## config.mk

```make
export PLATFORM = sky130hd
export DESIGN_NAME = mf_clkgen
export DESIGN_NICKNAME = d
export VERILOG_FILES = /design/src/rtl/mf_clkgen_pkg.sv /design/src/rtl/mf_clkgen_nco.sv /design/src/rtl/mf_clkgen.sv
export SDC_FILE = /design/constraint.sdc
export NUM_CORES = 2
export LEC_CHECK = 0
export BUFFER_PORTS_ARGS = -buffer_cell sky130_fd_sc_hd__buf_2
export CORE_MARGIN = 8
export CORE_UTILIZATION = 68
export CTS_BUF_LIST = sky130_fd_sc_hd__clkbuf_16
export CTS_CLUSTER_DIAMETER = 80
export DETAILED_ROUTE_END_ITERATION = 8
export PLACE_DENSITY = 0.85
export SYNTH_ARGS = -nofsm -noshare
export SYNTH_HDL_FRONTEND = slang
export SYNTH_HIERARCHICAL = 1
export SYNTH_SLANG_ARGS = --single-unit
```

## constraint.sdc

```tcl
create_clock -name refclk -period 7.7 [get_ports refclk]
set_input_delay 1.155 -clock refclk [delete_from_list [all_inputs] [get_ports refclk]]
set_output_delay 1.155 -clock refclk [all_outputs]
set_load 0.02 [all_outputs]
```

## src/rtl/mf_clkgen_pkg.sv

```systemverilog
// mf_clkgen_pkg: shared definitions for the multi-channel fractional
// clock-enable generator.
//   CFG_INC / CFG_PHASE : cfg_sel encodings (increment / phase register)
//   CH_IDX_W            : width of the cfg_ch channel index
//   lock_state_e        : lock FSM states
package mf_clkgen_pkg;

  localparam logic CFG_INC   = 1'b0;
  localparam logic CFG_PHASE = 1'b1;

  localparam int CH_IDX_W = 4;

  typedef enum logic {
    UNLOCKED = 1'b0,
    LOCKED   = 1'b1
  } lock_state_e;

endpackage

```

## src/rtl/mf_clkgen_nco.sv

```systemverilog
// mf_clkgen_nco: one phase-accumulator channel.
// Ports:
//   clk      in   reference clock
//   rst      in   synchronous active-high reset
//   realign  in   load acc from phase (bank-wide realign on a valid write)
//   inc_wr   in   write strobe for the increment register
//   phase_wr in   write strobe for the phase register
//   wr_data  in   ACC_W-bit value for either write
//   en_raw   out  registered carry of acc + inc (one-cycle pulse)
//   clk_raw  out  registered MSB of the new accumulator value
module mf_clkgen_nco #(
  parameter int ACC_W = 32
) (
  input  logic             clk,
  input  logic             rst,
  input  logic             realign,
  input  logic             inc_wr,
  input  logic             phase_wr,
  input  logic [ACC_W-1:0] wr_data,
  output logic             en_raw,
  output logic             clk_raw
);

  logic [ACC_W-1:0] inc_r;
  logic [ACC_W-1:0] phase_r;
  logic [ACC_W-1:0] acc_r;
  logic             en_raw_r;
  logic             clk_raw_r;
  logic [ACC_W:0]   sum_s;
  logic [ACC_W-1:0] phase_next_s;

  // Accumulator add with carry, and the phase value a realign must load
  // (the freshly written phase when this channel's phase is written now).
  always_comb begin
    sum_s = {1'b0, acc_r} + {1'b0, inc_r};
    if (phase_wr) begin
      phase_next_s = wr_data;
    end else begin
      phase_next_s = phase_r;
    end
  end

  // Channel registers: config, accumulator and raw outputs.
  always_ff @(posedge clk) begin
    if (rst) begin
      inc_r     <= '0;
      phase_r   <= '0;
      acc_r     <= '0;
      en_raw_r  <= 1'b0;
      clk_raw_r <= 1'b0;
    end else begin
      if (inc_wr) begin
        inc_r <= wr_data;
      end
      if (phase_wr) begin
        phase_r <= wr_data;
      end
      if (realign) begin
        // The lock drops on this same edge, so the raw outputs are gated
        // off afterwards; no carry is reported for the realign edge.
        acc_r     <= phase_next_s;
        en_raw_r  <= 1'b0;
        clk_raw_r <= phase_next_s[ACC_W-1];
      end else begin
        acc_r     <= sum_s[ACC_W-1:0];
        en_raw_r  <= sum_s[ACC_W];
        clk_raw_r <= sum_s[ACC_W-1];
      end
    end
  end

  assign en_raw  = en_raw_r;
  assign clk_raw = clk_raw_r;

endmodule

```

## src/rtl/mf_clkgen.sv

```systemverilog
// mf_clkgen: NUM_CLOCKS-channel fractional clock-enable generator.
// Ports:
//   refclk    in   single clock for all logic
//   rst       in   synchronous active-high reset
//   cfg_wr    in   config write strobe
//   cfg_sel   in   CFG_INC / CFG_PHASE register select
//   cfg_ch    in   target channel (writes to cfg_ch >= NUM_CLOCKS ignored)
//   cfg_data  in   value written
//   outclk_en out  per-channel one-cycle enable pulse, gated by locked
//   outclk    out  per-channel square wave (acc MSB), gated by locked
//   locked    out  high LOCK_CYCLES edges after reset release / last write
module mf_clkgen
  import mf_clkgen_pkg::*;
#(
  parameter int NUM_CLOCKS  = 7,
  parameter int ACC_W       = 32,
  parameter int LOCK_CYCLES = 1024
) (
  input  logic                  refclk,
  input  logic                  rst,
  input  logic                  cfg_wr,
  input  logic                  cfg_sel,
  input  logic [CH_IDX_W-1:0]   cfg_ch,
  input  logic [ACC_W-1:0]      cfg_data,
  output logic [NUM_CLOCKS-1:0] outclk_en,
  output logic [NUM_CLOCKS-1:0] outclk,
  output logic                  locked
);

  localparam int CNT_W = $clog2(LOCK_CYCLES);
  localparam logic [CNT_W-1:0] CNT_LAST = CNT_W'(LOCK_CYCLES - 1);

  logic                  wr_valid_s;
  logic [NUM_CLOCKS-1:0] inc_wr_s;
  logic [NUM_CLOCKS-1:0] phase_wr_s;
  logic [NUM_CLOCKS-1:0] en_raw_s;
  logic [NUM_CLOCKS-1:0] clk_raw_s;
  lock_state_e           state_r;
  logic [CNT_W-1:0]      cnt_r;
  logic                  locked_r;

  // Write decode: out-of-range channels produce no strobe and no realign.
  always_comb begin
    wr_valid_s = cfg_wr && ({1'b0, cfg_ch} < (CH_IDX_W + 1)'(NUM_CLOCKS));
    inc_wr_s   = '0;
    phase_wr_s = '0;
    for (int j = 0; j < NUM_CLOCKS; j++) begin
      inc_wr_s[j]   = wr_valid_s && (cfg_sel == CFG_INC)   && (cfg_ch == CH_IDX_W'(j));
      phase_wr_s[j] = wr_valid_s && (cfg_sel == CFG_PHASE) && (cfg_ch == CH_IDX_W'(j));
    end
  end

  genvar g;
  generate
    for (g = 0; g < NUM_CLOCKS; g++) begin : g_ch
      mf_clkgen_nco #(
        .ACC_W (ACC_W)
      ) u_nco (
        .clk      (refclk),
        .rst      (rst),
        .realign  (wr_valid_s),
        .inc_wr   (inc_wr_s[g]),
        .phase_wr (phase_wr_s[g]),
        .wr_data  (cfg_data),
        .en_raw   (en_raw_s[g]),
        .clk_raw  (clk_raw_s[g])
      );
    end
  endgenerate

  // Lock FSM: count settle cycles after reset or any valid write.
  always_ff @(posedge refclk) begin
    if (rst) begin
      state_r  <= UNLOCKED;
      cnt_r    <= '0;
      locked_r <= 1'b0;
    end else if (wr_valid_s) begin
      state_r  <= UNLOCKED;
      cnt_r    <= '0;
      locked_r <= 1'b0;
    end else begin
      case (state_r)
        UNLOCKED: begin
          if (cnt_r == CNT_LAST) begin
            state_r  <= LOCKED;
            locked_r <= 1'b1;
          end else begin
            cnt_r    <= cnt_r + CNT_W'(1);
            locked_r <= 1'b0;
          end
        end
        LOCKED: begin
          locked_r <= 1'b1;
        end
        default: begin
          state_r  <= UNLOCKED;
          cnt_r    <= '0;
          locked_r <= 1'b0;
        end
      endcase
    end
  end

  // Gating combines registers only, so the carry of edge t is visible
  // right after edge t and nothing reaches the outputs from the inputs.
  assign outclk_en = en_raw_s  & {NUM_CLOCKS{locked_r}};
  assign outclk    = clk_raw_s & {NUM_CLOCKS{locked_r}};
  assign locked    = locked_r;

endmodule

```

==> metrics.txt <==
DR vias/cell 6.43; Row Count 84; Distinct cells, synth 82; actual slew at the worst max-slew pin 1.01 ns; flop-to-flop setup slack 4.70 ns; crit-path max cell delay 0.84 ns; Synth top area share 38.0%; Setup WS pre-CTS 3.36 ns; postcts setup bufs 0; area of the multi-input gates 21,300 um2; first-pass GRT wire length 152 mm; period utilization 50.7%; DIE AREA 61,200 um2; final net count 4,201; Mean Syn Cell Area 9.04 um2; Max Cap Viol 0; Final Cell Area 39,100 um2; DPL Wire Length 59.9 mm; layout cell share with drive strength beyond 1 7.78%; Layout Skew 0.0153 ns; CP Cell Sequence buf_2 -> nand2b_1 -> nor2_4 -> buf_12 -> clkinv_1 -> nand2_1 -> or3_1 -> o32ai_1 -> nor3_1; Clk pin slew, worst setup/hold paths 0.06 ns; worst-case clock buffer depth 3; gpl congestion 0.929; crit path time final 3.90 ns; Buf/Inv on CP 3; CP max-delay cell clkinv_1; Reg area 13,800 um2; Final Hold Vio Count 0; CTS hold repair buffers 0; Hold Path Class flip-flop to flip-flop; CTS tree built; Post-Syn Instances 4,024; Async SR Flop Fraction 0%; Peak VDD IR 212 uV; Sink Count 690; synth cell count leaders dfxtp_1, nor2_1, mux2i_1; Area Growth Syn to Fin 7.35%; Arrival @ worst endpoint 4.43 ns; cell taking the most area after synthesis dfxtp_1; CTS Buf Count 72; Non-Filler Instances 4,672; PwrDens 199 nW/um2; Leak Pwr 15.9 nW; most common cell in the netlist dfxtp_1; Yosys warnings 6; R2R Path End g_ch[1].u_nco/acc_r[30]$_SDFF_PP0_; fin worst setup slack 3.80 ns; antenna violations before repair 0; Total Wirelength 95.2 mm; Avg WL per Cell 20.4 um; DRT Pass-1 Iters 6; number of global-route vias before repair 28,800; Post-Syn Area 36,400 um2; Iter 0 DRT Violations 2,528; remaining global-route overflow 0; Final Max Slew Viols 0; EDFF count, synth 0; WP data required 8.23 ns; I/O Buffers 54; setup_tns 0 ns; path depth of the worst reg2reg path 9; Die X 247 um; Top FF cell, synth dfxtp_1; largest net degree at the start of global routing 191; outcome finished, final reports clean; Initial Utilization 68.9%; placed insts 4,543; Routed Antenna Nets 0; die height 247 um; Hold Path Sink cnt_r[9]$_SDFFE_PP0P_; Critical Path Sink Type flip-flop; crit-path max FO 77; relative slew slack 32.1%; IO Count 55; RSZ-0062 raised after global routing no; CP top delay family simple AND/OR/NAND/NOR gates; DRC violations left 0; r2r startpoint g_ch[1].u_nco/inc_r[0]$_SDFFE_PP0P_; Synth Register Bits 690; area post-placement 36,700 um2; WS Path Type input pin to flip-flop; total track usage 30.5%; core region area 52,800 um2; endpoints failing setup 0; Clock Tree Root clkbuf_16; synth top area cells dfxtp_1, mux2i_1, ha_1, nor2_1, a21oi_1; fill count 3,880; Crit. path cell count 9; sequential area share after synthesis 38.0%; hold path startpoint cnt_r[9]$_SDFFE_PP0P_; post-cts repair resize count 0; kind of start point of the critical path input pin; vias after detailed routing 30,100; FMAX 256 MHz; Syn Nets 4,296; clock latency on the worst-skew pair 0.61 ns; hold path depth 1; H-Tree Depth 3
-- worst register-to-register path, stage by stage, from the launching register on --
cell	delay, ns
dfxtp_1	0.34
ha_1	0.24
fa_1	0.23
a21o_1	0.14
a21oi_1	0.11
o31a_1	0.37
o31a_1	0.39
or4_4	0.57
a2111oi_2	0.37
nor3b_1	0.10
-- cell usage in the layout (no fill, tap or decap), types with 23 or more instances in the layout --
cell       instances
xor2_1            56
nand2_1          187
nand4_1           58
buf_4             26
nor3_1            34
o21bai_1          46
inv_1             56
nor4_1            23
o21ai_0          103
nor2_1           664
ha_1             225
a31oi_1           33
nand3_1           68
o22a_1            96
a21o_1            89
xnor2_1           98
dfxtp_1          690
o21ai_1           40
a21oi_1          295
a211oi_1          45
clkbuf_16         73
mux2i_1          461
o22ai_1           24
buf_2             53
-- power by group --
part,internal [mW],switching [mW],leakage (nW)
combinational,0.206,0.441,9.09
clock,2.02,1.42,1.19
sequential,3.66,0.0314,5.59
-- metrics by stage --
stage / util, % / total power [mW] / hold slack [ns]
2_1_floorplan: - / 4.20 / 0.454
3_3_place_gp: 69.6 / 4.38 / 0.473
3_5_place_dp: 69.6 / 4.39 / 0.478
4_1_cts: 74.0 / 7.82 / 0.496
5_1_grt: 74.0 / 8.04 / 0.526
6_report: 74.0 / 7.78 / 0.491
-- layer usage --
layer | wire (um) | up-vias | track usage [%] | part of all wire [%]
met5 | 0 | - | 0 | 0
met4 | 3390 | 0 | 11.5 | 3.6
met3 | 6470 | 212 | 4.84 | 6.8
met2 | 43000 | 1021 | 49.7 | 45
met1 | 42400 | 14400 | 40.6 | 44
li1 | - | 14400 | - | -
-- kinds of logic after synthesis --
logic type                 after synthesis  synth area share, %
DFF                                    690                 38.0
adders and majority gates              232                 8.12
AOI/OAI and AO/OA                     1011                 19.5
and+or+nand+nor                       1174                 14.3
xor gates and xnor gates               154                 3.71
muxes                                  461                 12.7
buffers and inverters                  302                 3.70
-- final cells by class --
class	instances	area share (%)
Antenna cell	1	0.00641
Multi-Input combinational cell	3032	54.6
Tap cell	688	2.20
Clock buffer	73	4.68
Sequential cell	690	35.4
Timing Repair Buffer	83	1.37
Inverter	50	0.484
Clock inverter	55	1.24
-- state kept, by name, indices dropped and copies added (netlist names) --
register / cells
g_ch.u_nco/phase_r: 224
g_ch.u_nco/inc_r: 224
g_ch.u_nco/en_raw: 7
state_r: 1
cnt_r: 10
g_ch.u_nco/acc_r: 224
-- worst max-delay path by stage --
stage                          from                                 end
after global routing      cfg_ch[3]  g_ch[1].u_nco/acc_r[29]$_SDFF_PP0_
after detailed placement  cfg_ch[3]  g_ch[2].u_nco/acc_r[29]$_SDFF_PP0_
after global placement    cfg_ch[3]  g_ch[1].u_nco/acc_r[29]$_SDFF_PP0_
final                     cfg_ch[3]  g_ch[1].u_nco/acc_r[29]$_SDFF_PP0_
after floorplan           cfg_ch[0]  g_ch[0].u_nco/acc_r[30]$_SDFF_PP0_
after CTS                 cfg_ch[3]  g_ch[1].u_nco/acc_r[29]$_SDFF_PP0_
No activity file was read; power rests on OpenSTA's default activity.
